File: src/rtl/route_dispatch_pkg.sv
`default_nettype none
// ============================================================================
//  Module      : route_dispatch_pkg
//  Description : Shared types for the in-order route dispatcher: FSM state
//                encoding, destination index type and destination count.
//  Revision    : 1.0 - initial release
// ============================================================================
package route_dispatch_pkg;

   localparam int NUM_DEST = 4;
   localparam int DEST_W   = 2;

   typedef logic [DEST_W-1:0] dest_t;

   // IDLE: FIFO empty, ISSUE: head is popped on the next edge,
   // BLOCK: head destination busy, everything behind it waits.
   typedef enum logic [1:0] {
      IDLE  = 2'd0,
      ISSUE = 2'd1,
      BLOCK = 2'd2
   } state_e;

endpackage : route_dispatch_pkg
`default_nettype wire

File: src/rtl/route_fifo.sv
`default_nettype none
// ============================================================================
//  Module      : route_fifo
//  Description : Synchronous-write FIFO of {dest, data} entries with
//                registered pointers, full/empty/level, and a peek at the
//                entry behind the head so the dispatcher can look ahead.
//  Revision    : 1.0 - initial release
// ============================================================================
module route_fifo import route_dispatch_pkg::*; #(
   parameter int DEPTH = 4,
   parameter int DW    = 4
) (
   input  logic                   clk,
   input  logic                   rst_n,
   input  logic                   push_i,
   input  logic                   pop_i,
   input  dest_t                  wr_dest_i,
   input  logic [DW-1:0]          wr_data_i,
   output dest_t                  head_dest_o,
   output logic [DW-1:0]          head_data_o,
   output dest_t                  follow_dest_o,
   output logic                   full_o,
   output logic                   empty_o,
   output logic [$clog2(DEPTH):0] level_o
);

   localparam int AW = $clog2(DEPTH);
   localparam int LW = AW + 1;

   dest_t         dest_mem_q [DEPTH];
   logic [DW-1:0] data_mem_q [DEPTH];

   logic [AW-1:0] wr_ptr_q, wr_ptr_d;
   logic [AW-1:0] rd_ptr_q, rd_ptr_d;
   logic [AW-1:0] rd_nxt_w;
   logic [LW-1:0] level_q, level_d;
   logic          push_w, pop_w;

   assign full_o        = (level_q == LW'(DEPTH));
   assign empty_o       = (level_q == '0);
   assign level_o       = level_q;
   assign push_w        = push_i && !full_o;
   assign pop_w         = pop_i && !empty_o;
   assign rd_nxt_w      = rd_ptr_q + AW'(1);
   assign head_dest_o   = dest_mem_q[rd_ptr_q];
   assign head_data_o   = data_mem_q[rd_ptr_q];
   assign follow_dest_o = dest_mem_q[rd_nxt_w];

   // Storage write; contents need no reset because level gates every read.
   always_ff @(posedge clk) begin
      if (push_w) begin
         dest_mem_q[wr_ptr_q] <= wr_dest_i;
         data_mem_q[wr_ptr_q] <= wr_data_i;
      end
   end

   // Pointer and occupancy next-state; pointers wrap naturally at DEPTH.
   always_comb begin
      wr_ptr_d = wr_ptr_q;
      rd_ptr_d = rd_ptr_q;
      level_d  = level_q;
      if (push_w) wr_ptr_d = wr_ptr_q + AW'(1);
      if (pop_w)  rd_ptr_d = rd_nxt_w;
      if (push_w && !pop_w)      level_d = level_q + LW'(1);
      else if (!push_w && pop_w) level_d = level_q - LW'(1);
   end

   // Pointer and occupancy registers.
   always_ff @(posedge clk or negedge rst_n) begin
      if (!rst_n) begin
         wr_ptr_q <= '0;
         rd_ptr_q <= '0;
         level_q  <= '0;
      end else begin
         wr_ptr_q <= wr_ptr_d;
         rd_ptr_q <= rd_ptr_d;
         level_q  <= level_d;
      end
   end

endmodule : route_fifo
`default_nettype wire

File: src/rtl/route_dispatch.sv
`default_nettype none
// ============================================================================
//  Module      : route_dispatch
//  Description : Buffers {dest, data} entries and dispatches them strictly in
//                order to a 1-to-4 demux through registered data/select and a
//                one-cycle strobe. A busy head destination stalls the queue.
//                Optional macro ROUTE_DISPATCH_COUNT_EN adds per-destination
//                8-bit wrapping dispatch counters on port dispatch_cnt.
//  Revision    : 1.0 - initial release
// ============================================================================
module route_dispatch import route_dispatch_pkg::*; #(
   parameter int DEPTH = 4,
   parameter int DW    = 4
) (
   input  logic                   clk,
   input  logic                   rst_n,
   input  logic                   wr_valid,
   output logic                   wr_ready,
   input  logic [DW-1:0]          wr_data,
   input  dest_t                  wr_dest,
   input  logic [NUM_DEST-1:0]    dest_busy,
   output logic [DW-1:0]          data_out,
   output dest_t                  sel_out,
   output logic                   out_strobe,
   output logic [$clog2(DEPTH):0] level
`ifdef ROUTE_DISPATCH_COUNT_EN
   ,
   output logic [8*NUM_DEST-1:0]  dispatch_cnt
`endif
);

   localparam int LW = $clog2(DEPTH) + 1;

   state_e        state_q, state_d;
   logic          ready_q;
   logic [DW-1:0] data_out_q;
   dest_t         sel_out_q;
   logic          strobe_q;

   logic          push_w, pop_w;
   logic          full_w, empty_w;
   dest_t         head_dest_w, follow_dest_w, next_head_w;
   logic [DW-1:0] head_data_w;
   logic [LW-1:0] level_w;

   route_fifo #(
      .DEPTH (DEPTH),
      .DW    (DW)
   ) u_fifo (
      .clk           (clk),
      .rst_n         (rst_n),
      .push_i        (push_w),
      .pop_i         (pop_w),
      .wr_dest_i     (wr_dest),
      .wr_data_i     (wr_data),
      .head_dest_o   (head_dest_w),
      .head_data_o   (head_data_w),
      .follow_dest_o (follow_dest_w),
      .full_o        (full_w),
      .empty_o       (empty_w),
      .level_o       (level_w)
   );

   // Full blocks pushes even when the head leaves this same cycle.
   assign wr_ready   = ready_q && !full_w;
   assign push_w     = wr_valid && wr_ready;
   assign pop_w      = (state_q == ISSUE) && !empty_w;
   // Head after a pop: the entry behind it, or the one arriving now if none.
   assign next_head_w = (level_w > LW'(1)) ? follow_dest_w : wr_dest;

   assign level      = level_w;
   assign data_out   = data_out_q;
   assign sel_out    = sel_out_q;
   assign out_strobe = strobe_q;

   // Next state looks at the FIFO as it will be after this edge.
   always_comb begin
      state_d = state_q;
      unique case (state_q)
         IDLE: begin
            if (push_w) state_d = dest_busy[wr_dest] ? BLOCK : ISSUE;
         end
         ISSUE: begin
            if (level_w == LW'(1) && !push_w) state_d = IDLE;
            else state_d = dest_busy[next_head_w] ? BLOCK : ISSUE;
         end
         BLOCK: begin
            if (!dest_busy[head_dest_w]) state_d = ISSUE;
         end
         default: state_d = IDLE;
      endcase
   end

   // State, ready enable and demux-facing output registers.
   always_ff @(posedge clk or negedge rst_n) begin
      if (!rst_n) begin
         state_q    <= IDLE;
         ready_q    <= 1'b0;
         data_out_q <= '0;
         sel_out_q  <= '0;
         strobe_q   <= 1'b0;
      end else begin
         state_q  <= state_d;
         ready_q  <= 1'b1;
         strobe_q <= pop_w;
         if (pop_w) begin
            data_out_q <= head_data_w;
            sel_out_q  <= head_dest_w;
         end
      end
   end

`ifdef ROUTE_DISPATCH_COUNT_EN
   generate
      for (genvar d = 0; d < NUM_DEST; d++) begin : g_cnt
         logic [7:0] cnt_q;

         // Count dispatches to destination d, wrapping at 255.
         always_ff @(posedge clk or negedge rst_n) begin
            if (!rst_n) cnt_q <= '0;
            else if (pop_w && head_dest_w == dest_t'(d)) cnt_q <= cnt_q + 8'd1;
         end

         assign dispatch_cnt[8*d +: 8] = cnt_q;
      end
   endgenerate
`endif

endmodule : route_dispatch
`default_nettype wire

File: config.mk
export PLATFORM = sky130hd
export DESIGN_NAME = route_dispatch
export DESIGN_NICKNAME = d
export VERILOG_FILES = /design/src/rtl/route_dispatch_pkg.sv /design/src/rtl/route_fifo.sv /design/src/rtl/route_dispatch.sv
export SDC_FILE = /design/constraint.sdc
export NUM_CORES = 1
export LEC_CHECK = 0
export CELL_PAD_IN_SITES_DETAIL_PLACEMENT = 1
export CELL_PAD_IN_SITES_GLOBAL_PLACEMENT = 2
export CORE_MARGIN = 2
export CORE_UTILIZATION = 35
export CTS_BUF_LIST = sky130_fd_sc_hd__clkbuf_16
export DETAILED_ROUTE_END_ITERATION = 10
export PLACE_DENSITY_LB_ADDON = 0.2
export SYNTH_ARGS = -nofsm -noshare
export SYNTH_HDL_FRONTEND = slang
export SYNTH_SLANG_ARGS = --single-unit
File: constraint.sdc
create_clock -name clk -period 2.71 [get_ports clk]
set_clock_uncertainty 0.1 [all_clocks]
set_input_delay 0.6775 -clock clk [delete_from_list [all_inputs] [get_ports clk]]
set_output_delay 0.6775 -clock clk [all_outputs]
set_load 0.05 [all_outputs]
==> results of run 1 <==
sequential cells by signal, indices dropped and copies added, names as in the netlist:
name               cells
data_out               4
out_strobe             1
ready_q                1
sel_out                2
state_q                2
u_fifo.data_mem_q     16
u_fifo.dest_mem_q      8
u_fifo.level_o         3
u_fifo.rd_ptr_q        2
u_fifo.wr_ptr_q        2
layout make-up:
cell class,instances,area (um^2)
timing repair buffer,27,270
tap,72,90.1
inverter,10,37.5
sequential,41,1150
multi-input combinational,74,776
clock buffer,5,125
fill,569,3010
clock inverter,3,21.3
cell families after synthesis:
family	Yosys count	share of synthesized area (%)
AO/OA/AOI/OAI	18	6.73
XOR/XNOR	6	2.67
adder cells (fa/ha/maj)	9	5.71
buffers and inverters	12	3.05
flip-flops	41	58.2
multiplexers	19	17.8
other	1	0.190
AND/OR/NAND/NOR	21	5.65
cell usage after synthesis (all sizes together):
| cell | n |
|---|---|
| o21ba | 1 |
| nor2 | 1 |
| edfxtp | 24 |
| a21boi | 1 |
| nand2b | 2 |
| ha | 9 |
| a22o | 1 |
| xor2 | 2 |
| buf | 2 |
| nand3b | 1 |
| inv | 10 |
| nand2 | 8 |
| mux4 | 10 |
| or2b | 2 |
| dfrtp | 17 |
| a21oi | 2 |
| xnor2 | 4 |
| nand3 | 1 |
| o21ai | 3 |
| a211oi | 4 |
| o21bai | 2 |
| a31oi | 2 |
| and3 | 4 |
| conb | 1 |
| nor3 | 2 |
| mux2i | 3 |
| o211a | 2 |
| mux2 | 6 |
how the worst max path moves through the flow:
stage / startpoint / end / slack (ps) / depth (start not counted)
after floorplan: u_fifo.level_o[0] / u_fifo.level_o[2] / 140 / 9
after global placement: wr_dest[1] / state_q[1] / 240 / 5
after detailed placement: wr_dest[1] / state_q[1] / 230 / 5
after CTS: u_fifo.level_o[2] / level[2] / 250 / 1
after global routing: u_fifo.rd_ptr_q[0] / state_q[1] / 150 / 5
final: u_fifo.level_o[2] / level[2] / 270 / 1
worst reg2reg max path: cells and delay by family, from the launching register on:
kind | cells | cell delay [ps]
muxes | 2 | 840
and+or+nand+nor | 1 | 320
AOI/OAI and AO/OA | 2 | 410
DFF | 1 | 640
stage by stage:
step | utilization, % | cell area [um^2]
finish | 45.1 | 2470
global route | 45.1 | 2470
CTS | 45.1 | 2470
detailed placement | 42.4 | 2320
global placement | 42.4 | 2320
floorplan | - | 1980
power by group through the flow:
stage | Sequential [W] | Combinational, W | Clock, W
floorplan | 0.00119 | 0.000681 | 0
global placement | 0.000992 | 0.00120 | 0
detailed placement | 0.00101 | 0.00124 | 0
CTS | 0.000999 | 0.00124 | 0.000605
global route | 0.00102 | 0.00132 | 0.000638
finish | 0.000993 | 0.00122 | 0.000591
layer usage:
metal | track usage [%] | wire length (um)
met2 | 24.7 | 2000
met5 | 0 | 0
met4 | 7.76 | 100
met3 | 3.41 | 150
met1 | 17.9 | 1880
==> impl.org, run 1 <==
** Run status
- Outcome :: finished, final reports clean

** Worst setup path
- Endpoint arrival time on the critical path :: between 1500 and 2000 ps
- Crit path max-delay cell type :: sky130_fd_sc_hd__clkdlybuf4s50_1
- The worst setup path is captured at an output port.
- Critical path peak fanout :: 7
- Worst path buffer plus inverter count :: 1
- The worst register-to-register path has a setup slack of about 280 ps.
- Reg-to-reg startpoint :: u_fifo.rd_ptr_q[0]
- Reg-to-reg endpoint :: state_q[1]
- R2r worst-path depth :: 5
- On the critical path the largest part of the delay comes from buffers and inverters.
- Required arrival time at the worst endpoint :: 1930 ps
- Worst-path cell chain :: clkdlybuf4s50_1
- The critical path is of the flip-flop to output port type.
- The largest single stage delay on the critical path is roughly 870 ps.
- The worst setup path is launched from a flip-flop.

** Synthesis
- Each instance of the synthesized netlist takes up on average 15.5 um^2.
- Synthesized instance count :: 127
- The synthesized design contains 41 register bits.
- After synthesis, the netlist uses 32 different library cells.
- Area share of the leading cell type in the synthesized netlist :: a little over a third
- After synthesis the cells add up to a little under 2000 um^2.
- The Yosys step of the flow raised 0 warnings.
- Counting every net in the synthesized netlist gives 149.
- Ranked by total cell area, the synthesized netlist is headed by sky130_fd_sc_hd__edfxtp_1, sky130_fd_sc_hd__dfrtp_1, sky130_fd_sc_hd__mux4_1.
- Largest area contributor in the netlist :: sky130_fd_sc_hd__edfxtp_1
- Sequential cells were found to cover roughly 58% of the synthesized design area.

** Final layout
- The number of antenna diodes in the final layout is 0.
- The finished layout holds around 230 standard cells, fillers aside.
- In the final design database the tool counted between 150 and 200 nets.
- Layout cells sized above 1 :: approximately 17%
- Most frequent cells in the layout :: sky130_fd_sc_hd__edfxtp_1, sky130_fd_sc_hd__clkdlybuf4s50_1, sky130_fd_sc_hd__dfrtp_1
- Compared with the post-synthesis result, the final layout area differs by 25.1%.
- The library cell used most frequently in the layout, excluding fill and tap cells, is sky130_fd_sc_hd__edfxtp_1.

** Clocking
- After clock tree synthesis, the flow added hold-fix buffers numbering 0.
- Clock latency on the worst-skew pair :: roughly 280 ps
- Cell chosen for the clock root :: sky130_fd_sc_hd__clkbuf_16
- Post-CTS timing repair inserted 0 buffers for setup.
- CTS clock-pin slew for the worst setup and hold paths :: approximately 60 ps
- Htree depth :: 2
- Sinks on Clock Net :: 41
- The clock passes through at most 2 buffers.
- Gates resized during post-CTS repair numbered 0.
- Number of clock buffers inserted by TritonCTS :: 5
- TritonCTS built the clock tree.

** Floorplanning
- In this run the core area contains 27 standard-cell rows.
- The floorplan step set the die height to about 79 um.
- Floorplan core area :: ~5500 um^2
- In this run the count of I/O pins placed on the die edge is 24.
- Die outline width :: between 70 and 80 um
- Die Outline Area :: 6250 um^2
- Initial core utilization :: 36.0%

** Detailed routing
- For this run, the detailed router's first-pass iteration total came to 3.
- 1st-iter DRT viols :: 55
- Once detail routing completed, the nets flagged for antenna violations numbered 0.
- Number of remaining DRC errors :: 0
- Vias per Instance :: roughly 5.1
- Wires add up to a little over 4000 um.
- In the final routed layout, each cell accounts on average for between 15 and 20 um.
- The detailed router placed 1,178 vias in this run.

** Global routing
- For this run, the total global-route usage over all layers was measured as ~15%.
- Pin count of the biggest net entering global routing :: 18
- The initial antenna violation count is 0.
- For this run the aggregate overflow at the end of global routing stands at 0.
- Via count of the first global-routing pass :: roughly 1,300
- Global-route wire length before repair :: 6800 um

** Hold path
- The startpoint identified for the worst hold timing path is data_out[2].
- The min-delay analysis places its worst path in the category flip-flop to flip-flop.
- The worst hold path terminates at data_out[2].
- Along the worst hold path, the cell count comes to 1.

** Power and ir drop
- VDD sags by at most between 400 and 500 uV.
- Net switching fraction of the power :: between 30% and 40%
- For this design the ratio of total power to cell area is around 1100 nW/um^2.
- Internal power summed over all cells :: between 0.0015 and 0.002 W
- Psw :: 0.00110 W
- In this run, flip-flops and latches consume roughly 35% of the power.
- Leakage component of the power :: 0.990 nW
- The share of total power dissipated in the clock network is 21.1%.
- Part of the total power dissipated in combinational logic :: roughly 44%
- Final Power :: approximately 0.0028 W

** Timing
- Slew Viols, Final :: 0
- Fin crit share :: 90.0%
- Fin worst setup slack :: 271 ps
- Setup repair after global routing left no endpoint under its margin.
- Final min period :: ~2400 ps
- Final setup violating endpoints :: 0
- Worst slew pin tran :: around 500 ps
- For the final routed database, the setup TNS stands at 0 ps.
- Headroom to the max-slew limit came out at 66.3%.
- The total count of hold-check failures in the final report is 0.
- Worst hold slack :: slightly above 400 ps
- Achievable Freq :: slightly above 400 MHz

** Placement
- During placement, the flow inserted port buffers numbering 23.
- The wire-length estimate of the detail-placed layout is ~3000 um.
- Placer congestion estimate :: around 0.85
- Number of instances in the placed design :: 224
- Post-Place Worst Slack :: around 230 ps

** Flow run
- Max-cap check violation count :: 0
Note: power is estimated with default switching activity, not from simulation.
==> run 2, diff against run 1 <==
SLEW_MARGIN = 20   (was default)
==> results of run 2 <==
Same layout as run 1: the final DEF is identical, and so are final timing and power.
